==> src/rtl/axi4lite_ctrl_slave.sv <==
// AXI4-Lite control/status slave: start handshake, sticky W1C done flags,
// byte-strobed scratch, coherent counter snapshots. Optional irq via AXI_CTRL_IRQ_EN.
module axi4lite_ctrl_slave #(
  parameter int AXIS_DATA_WIDTH = 32,
  parameter int AXIS_ADDR_WIDTH = 8,
  parameter int PERF_CNTR_WIDTH = 32,
  parameter int NUM_CNTR        = 4,
  parameter int NUM_SCRATCH     = 4
) (
  input  logic                                S_AXI_ACLK,
  input  logic                                S_AXI_ARESET,
  input  logic [AXIS_ADDR_WIDTH-1:0]          S_AXI_AWADDR,
  input  logic [2:0]                          S_AXI_AWPROT,
  input  logic                                S_AXI_AWVALID,
  output logic                                S_AXI_AWREADY,
  input  logic [AXIS_DATA_WIDTH-1:0]          S_AXI_WDATA,
  input  logic [AXIS_DATA_WIDTH/8-1:0]        S_AXI_WSTRB,
  input  logic                                S_AXI_WVALID,
  output logic                                S_AXI_WREADY,
  output logic [1:0]                          S_AXI_BRESP,
  output logic                                S_AXI_BVALID,
  input  logic                                S_AXI_BREADY,
  input  logic [AXIS_ADDR_WIDTH-1:0]          S_AXI_ARADDR,
  input  logic [2:0]                          S_AXI_ARPROT,
  input  logic                                S_AXI_ARVALID,
  output logic                                S_AXI_ARREADY,
  output logic [AXIS_DATA_WIDTH-1:0]          S_AXI_RDATA,
  output logic [1:0]                          S_AXI_RRESP,
  output logic                                S_AXI_RVALID,
  input  logic                                S_AXI_RREADY,
  output logic                                tx_req,
  input  logic                                tx_done,
  input  logic                                rd_done,
  input  logic                                processing_done,
  input  logic                                wr_done,
  input  logic [NUM_CNTR*PERF_CNTR_WIDTH-1:0] perf_cntr_in
`ifdef AXI_CTRL_IRQ_EN
  ,
  output logic                                irq
`endif
);

  localparam int WORD_W = AXIS_ADDR_WIDTH - 2;
  localparam logic [1:0] RESP_OKAY   = 2'b00;
  localparam logic [1:0] RESP_SLVERR = 2'b10;
  localparam logic [WORD_W-1:0] IDX_CTRL   = WORD_W'(0);
  localparam logic [WORD_W-1:0] IDX_STATUS = WORD_W'(1);
  localparam logic [WORD_W-1:0] IDX_ID     = WORD_W'(2);
  localparam logic [WORD_W-1:0] IDX_SCR    = WORD_W'(4);
  localparam logic [WORD_W-1:0] IDX_CNTR   = WORD_W'(16);
  localparam logic [31:0] ID_VALUE = 32'h4158_0000 | (32'(NUM_CNTR) << 8) | 32'(NUM_SCRATCH);

  typedef enum logic {CH_IDLE = 1'b0, CH_RESP = 1'b1} ch_state_e;

  ch_state_e wr_state_r, wr_state_s;
  ch_state_e rd_state_r, rd_state_s;

  logic [WORD_W-1:0]          wr_idx_s, rd_idx_s;
  logic                       wr_accept_s, rd_accept_s;
  logic                       wr_ctrl_s, start_s;
  logic [3:0]                 w1c_s, set_s;
  logic [3:0]                 flags_r;
  logic                       tx_req_r;
  logic                       irq_en_s;
  logic [1:0]                 bresp_r, rresp_r, rd_resp_s;
  logic [31:0]                rdata_r, rd_data_s;
  logic [31:0]                scratch_r [NUM_SCRATCH];
  logic [PERF_CNTR_WIDTH-1:0] snap_r    [NUM_CNTR];
  logic                       unused_s;

  function automatic logic idx_mapped(input logic [WORD_W-1:0] idx);
    logic hit;
    hit = (idx == IDX_CTRL) | (idx == IDX_STATUS) | (idx == IDX_ID);
    for (int k = 0; k < NUM_SCRATCH; k++) hit = hit | (idx == IDX_SCR + WORD_W'(k));
    for (int i = 0; i < NUM_CNTR; i++) hit = hit | (idx == IDX_CNTR + WORD_W'(i));
    return hit;
  endfunction

  assign wr_idx_s    = S_AXI_AWADDR[AXIS_ADDR_WIDTH-1:2];
  assign rd_idx_s    = S_AXI_ARADDR[AXIS_ADDR_WIDTH-1:2];
  assign wr_accept_s = S_AXI_AWVALID & S_AXI_WVALID & (wr_state_r == CH_IDLE);
  assign rd_accept_s = S_AXI_ARVALID & (rd_state_r == CH_IDLE);

  assign S_AXI_AWREADY = wr_accept_s;
  assign S_AXI_WREADY  = wr_accept_s;
  assign S_AXI_BVALID  = (wr_state_r == CH_RESP);
  assign S_AXI_BRESP   = bresp_r;
  assign S_AXI_ARREADY = rd_accept_s;
  assign S_AXI_RVALID  = (rd_state_r == CH_RESP);
  assign S_AXI_RDATA   = rdata_r;
  assign S_AXI_RRESP   = rresp_r;
  assign tx_req        = tx_req_r;

  assign wr_ctrl_s = wr_accept_s & (wr_idx_s == IDX_CTRL) & S_AXI_WSTRB[0];
  assign start_s   = wr_ctrl_s & S_AXI_WDATA[0];
  assign w1c_s     = (wr_accept_s & (wr_idx_s == IDX_STATUS) & S_AXI_WSTRB[0]) ? S_AXI_WDATA[4:1] : 4'd0;
  assign set_s     = {tx_done, wr_done, processing_done, rd_done};

  assign unused_s = ^{S_AXI_AWPROT, S_AXI_ARPROT, S_AXI_AWADDR[1:0], S_AXI_ARADDR[1:0]};

  // Channel state registers
  always_ff @(posedge S_AXI_ACLK or posedge S_AXI_ARESET) begin
    if (S_AXI_ARESET) begin
      wr_state_r <= CH_IDLE;
      rd_state_r <= CH_IDLE;
    end else begin
      wr_state_r <= wr_state_s;
      rd_state_r <= rd_state_s;
    end
  end

  // Channel next-state: accept, then hold the response until the master takes it
  always_comb begin
    wr_state_s = wr_state_r;
    rd_state_s = rd_state_r;
    case (wr_state_r)
      CH_IDLE: if (wr_accept_s) wr_state_s = CH_RESP; else wr_state_s = CH_IDLE;
      CH_RESP: if (S_AXI_BREADY) wr_state_s = CH_IDLE; else wr_state_s = CH_RESP;
      default: wr_state_s = CH_IDLE;
    endcase
    case (rd_state_r)
      CH_IDLE: if (rd_accept_s) rd_state_s = CH_RESP; else rd_state_s = CH_IDLE;
      CH_RESP: if (S_AXI_RREADY) rd_state_s = CH_IDLE; else rd_state_s = CH_RESP;
      default: rd_state_s = CH_IDLE;
    endcase
  end

  // Read mux; the scratch/counter windows are OR-combined one-hot hits
  always_comb begin
    rd_data_s = 32'd0;
    rd_resp_s = idx_mapped(rd_idx_s) ? RESP_OKAY : RESP_SLVERR;
    if (rd_idx_s == IDX_CTRL) begin
      rd_data_s = {30'd0, irq_en_s, 1'b0};
    end else if (rd_idx_s == IDX_STATUS) begin
      rd_data_s = {27'd0, flags_r, tx_req_r};
    end else if (rd_idx_s == IDX_ID) begin
      rd_data_s = ID_VALUE;
    end else begin
      for (int k = 0; k < NUM_SCRATCH; k++)
        rd_data_s = rd_data_s | ({32{rd_idx_s == IDX_SCR + WORD_W'(k)}} & scratch_r[k]);
      for (int i = 0; i < NUM_CNTR; i++)
        rd_data_s = rd_data_s | ({32{rd_idx_s == IDX_CNTR + WORD_W'(i)}} & 32'(snap_r[i]));
    end
  end

  // Response payload registers, captured at acceptance
  always_ff @(posedge S_AXI_ACLK or posedge S_AXI_ARESET) begin
    if (S_AXI_ARESET) begin
      bresp_r <= RESP_OKAY;
      rresp_r <= RESP_OKAY;
      rdata_r <= 32'd0;
    end else begin
      if (wr_accept_s) bresp_r <= idx_mapped(wr_idx_s) ? RESP_OKAY : RESP_SLVERR;
      if (rd_accept_s) begin
        rdata_r <= rd_data_s;
        rresp_r <= rd_resp_s;
      end
    end
  end

  // Control state: start handshake, sticky flags (set beats W1C), scratch, snapshots
  always_ff @(posedge S_AXI_ACLK or posedge S_AXI_ARESET) begin
    if (S_AXI_ARESET) begin
      tx_req_r <= 1'b0;
      flags_r  <= 4'd0;
      for (int k = 0; k < NUM_SCRATCH; k++) scratch_r[k] <= 32'd0;
      for (int i = 0; i < NUM_CNTR; i++) snap_r[i] <= PERF_CNTR_WIDTH'(0);
    end else begin
      if (tx_req_r) begin
        if (tx_done) tx_req_r <= 1'b0;
      end else if (start_s) begin
        tx_req_r <= 1'b1;
      end
      flags_r <= set_s | (flags_r & ~w1c_s);
      for (int k = 0; k < NUM_SCRATCH; k++) begin
        if (wr_accept_s && (wr_idx_s == IDX_SCR + WORD_W'(k))) begin
          for (int b = 0; b < 4; b++)
            if (S_AXI_WSTRB[b]) scratch_r[k][8*b +: 8] <= S_AXI_WDATA[8*b +: 8];
        end
      end
      if (tx_done) begin
        for (int i = 0; i < NUM_CNTR; i++)
          snap_r[i] <= perf_cntr_in[i*PERF_CNTR_WIDTH +: PERF_CNTR_WIDTH];
      end
    end
  end

`ifdef AXI_CTRL_IRQ_EN
  logic irq_en_r, irq_r;

  // Interrupt enable and level interrupt, one cycle behind its terms
  always_ff @(posedge S_AXI_ACLK or posedge S_AXI_ARESET) begin
    if (S_AXI_ARESET) begin
      irq_en_r <= 1'b0;
      irq_r    <= 1'b0;
    end else begin
      if (wr_ctrl_s) irq_en_r <= S_AXI_WDATA[1];
      irq_r <= irq_en_r & flags_r[3];
    end
  end

  assign irq_en_s = irq_en_r;
  assign irq      = irq_r;
`else
  assign irq_en_s = 1'b0;
`endif

endmodule

==> config.mk <==
export PLATFORM = sky130hd
export DESIGN_NAME = axi4lite_ctrl_slave
export DESIGN_NICKNAME = d
export VERILOG_FILES = /design/src/rtl/axi4lite_ctrl_slave.sv
export SDC_FILE = /design/constraint.sdc
export NUM_CORES = 1
export LEC_CHECK = 0
export CELL_PAD_IN_SITES_DETAIL_PLACEMENT = 2
export CELL_PAD_IN_SITES_GLOBAL_PLACEMENT = 2
export CORE_ASPECT_RATIO = 1.4
export CORE_MARGIN = 2
export CORE_UTILIZATION = 40
export CTS_BUF_LIST = sky130_fd_sc_hd__clkbuf_4 sky130_fd_sc_hd__clkbuf_8
export DETAILED_ROUTE_END_ITERATION = 8
export PLACE_DENSITY = 0.89
export SLEW_MARGIN = 30
export SYNTH_ARGS = -nofsm -noshare
export SYNTH_HDL_FRONTEND = slang
export SYNTH_SLANG_ARGS = --single-unit
==> constraint.sdc <==
create_clock -name S_AXI_ACLK -period 18.8 [get_ports S_AXI_ACLK]
set_input_delay 5.64 -clock S_AXI_ACLK [delete_from_list [all_inputs] [get_ports S_AXI_ACLK]]
set_output_delay 5.64 -clock S_AXI_ACLK [all_outputs]
set_load 0.005 [all_outputs]
==> results.py <==
metrics = {
    "route": {
        "drtIter0Drc": 591,
        "route.detailed.wl_per_inst_um": 30.6,
        "drtPass1Iterations": 5,
        "num_vias": 9761,
        "vias_per_cell": 6.00,
        "drt-total-wl_um": 49800,
        "ant_nets": 0,
        "drc": 0,
    },
    "clocking": {
        "postCtsResizedCells": 0,
        "clk_pin_slew_ns": 0.06,
        "post_cts_buffers": 0,
        "h-tree-depth": 2,
        "cts_buffers": 47,
        "cts_hold_buf": 0,
        "clk_latency_ns": 0.60,
        "tritoncts": "yes",
        "cts_buffer_depth": 3,
        "clock-root-buffer": "clkbuf_8",
        "clock_sinks": 297,
    },
    "power_and_ir_drop": {
        "comb_power_share_pct": 11.1,
        "clkPwrFrac_pct": 40.0,
        "vdd_drop_max_v": 0.0000660,
        "p_sw_w": 0.000381,
        "swShare_pct": 26.1,
        "p_leak_nw": 7.30,
        "seqPwrFrac_pct": 48.8,
        "power_density_nw_per_um2": 87.8,
        "internal_power_w": 0.00108,
    },
    "setup_path": {
        "crit_chain": "clkdlybuf4s50_1 > nand2_2 > buf_4 > inv_1 > clkdlybuf4s50_1",
        "cp-start-kind": "primary input",
        "crit_family": "buffers and inverters",
        "crit_buf_inv": 4,
        "required_ns": 13.16,
        "crit_path_max_incr_delay_ns": 0.51,
        "crit_slowest_cell": "clkdlybuf4s50_1",
        "critical_path.max_fanout": 41,
        "arrival_ns": 7.37,
        "crit_top_cell": "clkdlybuf4s50_1",
        "path_class": "primary input to output port",
        "cp-end-kind": "output port",
    },
    "global_route": {
        "grt_first_pass_wirelength_um": 73200,
        "grt_usage_pct": 29.1,
        "grt-ovfl-total": 0,
        "grt_max_degree": 157,
        "antenna_found_initial": 12,
        "grt_pass1_vias": 11340,
    },
    "finish": {
        "layout-drive-gt1-share_pct": 31.6,
        "area_growth_pct": 27.8,
        "fillers": 3044,
        "design_area_um2": 16600,
        "nNetsFinal": 1383,
    },
    "yosys": {
        "avgSynthCellArea_um2": 13.6,
        "yosys.area.top_type": "dfrtp_1",
        "async_flop_share_pct": 100,
        "synth_flop_cell": "dfrtp_1",
        "synth.cell_area_um2": 13000,
        "netlist_instances": 958,
        "ys_ff_latch": 297,
        "synth_edf_count": 0,
        "yosysWarningCount": 0,
        "synth_area_leaders": "dfrtp_1, mux2_2, a22oi_1, nand3_1, a22o_1",
        "yosysSeqAreaShare_pct": 57.1,
        "ys_types": 51,
        "synth_top_area_share_pct": 57.1,
    },
    "timing": {
        "skew_ns": 0.0224,
        "period_share_pct": 69.2,
        "timing.fmax_ghz": 0.0769,
        "setup_viol": 0,
        "finalSetupTns_ns": 0,
        "holdWs_ns": 0.486,
        "worst_pin_slew_ns": 0.951,
        "maxSlewHeadroom_pct": 36.6,
        "rsz0062_at_grt": "no",
        "min_period_ns": 13.01,
        "slew_violations": 0,
        "hold_violations": 0,
    },
    "die": {
        "coreArea_um2": 32200,
        "start_util_pct": 40.4,
        "die_height_um": 217,
        "dieArea_um2": 34000,
        "core.rowCount": 78,
        "die_w_um": 156,
        "pin_count": 239,
    },
    "placed_design": {
        "dp_hpwl_um": 30000,
        "placed_area_um2": 15600,
        "gp_congestion": 0.751,
        "placement.io_buffers": 226,
    },
    "job": {
        "cap_violations": 0,
    },
    "worst_hold_path": {
        "hp-class": "register to register",
    },
    "run_status": {
        "status": "finished clean",
    },
}
==> synthesized netlist by cell type (11+ instances only) <==
master and n:
a21oi_1 26, a221oi_1 19, a22o_1 22, a22oi_1 64, and3_1 23, buf_2 13
clkbuf_1 32, dfrtp_1 297, mux2_2 257, nand2_1 11, nand3_1 44, nand3b_1 17
==> state kept, by name, indices dropped and copies added (netlist names) <==
register / cells
S_AXI_BRESP: 1
S_AXI_BVALID: 1
S_AXI_RDATA: 32
S_AXI_RRESP: 1
S_AXI_RVALID: 1
flags_r: 4
scratch_r: 128
snap_r: 128
tx_req: 1
==> power by group through the flow <==
| stage | combinational (W) | sequential (W) | clock (W) |
|---|---|---|---|
| global route | 0.000174 | 0.000716 | 0.000618 |
| detailed placement | 0.000158 | 0.000720 | 0 |
| CTS | 0.000163 | 0.000711 | 0.000591 |
| global placement | 0.000149 | 0.000715 | 0 |
| floorplan | 0.0000765 | 0.000711 | 0 |
| finish | 0.000162 | 0.000713 | 0.000585 |
==> path summary, 6_finish.rpt <==
check / slack, ns / from / end / cells past startpoint
max in group asynchronous: 11.89 / S_AXI_ARESET / scratch_r[36] / 3
min in group asynchronous: 5.61 / S_AXI_ARESET / snap_r[73] / 2
worst max register to register: 16.22 / S_AXI_BVALID / scratch_r[2] / 5
worst min-delay path: 0.49 / flags_r[2] / flags_r[2] / 1
worst min register to register: 0.49 / flags_r[2] / flags_r[2] / 1
worst max-delay path: 5.79 / S_AXI_ARVALID / S_AXI_ARREADY / 5
==> kinds of logic after synthesis <==
kind of cell / after synthesis / share of synthesized area [%]
and+or+nand+nor: 154 / 7.61
other: 1 / 0.0288
AOI/OAI and AO/OA: 180 / 10.4
xor gates and xnor gates: 1 / 0.0673
buffers and inverters: 68 / 2.58
DFF: 297 / 57.1
muxes: 257 / 22.2
==> metrics by stage <==
stage	util, %	std cells	power [W]	setup WS, ns
after detailed placement	48.5	1536	0.000878	5.80
after global placement	48.4	1535	0.000864	5.85
after floorplan	-	959	0.000787	4.96
after CTS	51.5	1618	0.00147	5.77
after global routing	51.6	1626	0.00151	5.72
final	51.7	1628	0.00146	5.79
==> layout make-up <==
type	count	area [um^2]	share of cell area [%]
diodes	9	22.5	0.135
clock buffers	77	928	5.58
clock inverters	5	25.0	0.150
inverters	6	35.0	0.211
multi-input cells	594	5290	31.8
flip-flops and latches	297	7430	44.7
well taps	400	500	3.01
repair buffers	240	2400	14.4
==> routing by layer <==
layer  vias to the layer above  track usage (%)  part of all wire [%]
li1                       4073                -                     -
met1                      5171             32.8                    37
met2                       380             52.0                    53
met3                       127             6.42                   5.0
met4                        10             13.4                   4.3
met5                         -                0                  0.15
==> placed cells by master, fill, tap and decap left out, drive strengths merged, types with 19 or more instances in the layout <==
cell	instances
a221oi	19
a22o	22
clkdlybuf4s50	223
and3	23
mux2	257
a21oi	26
clkbuf	77
nand3	52
a22oi	67
dfrtp	297
==> worst reg2reg max path: stages (launching register included) <==
cell	delay [ns]
dfrtp_1	0.39
nand3b_1	0.26
nand2b_1	0.26
nor2_1	0.47
nand3_1	0.59
mux2_2	0.50
Power figures use the tool's default switching activity.
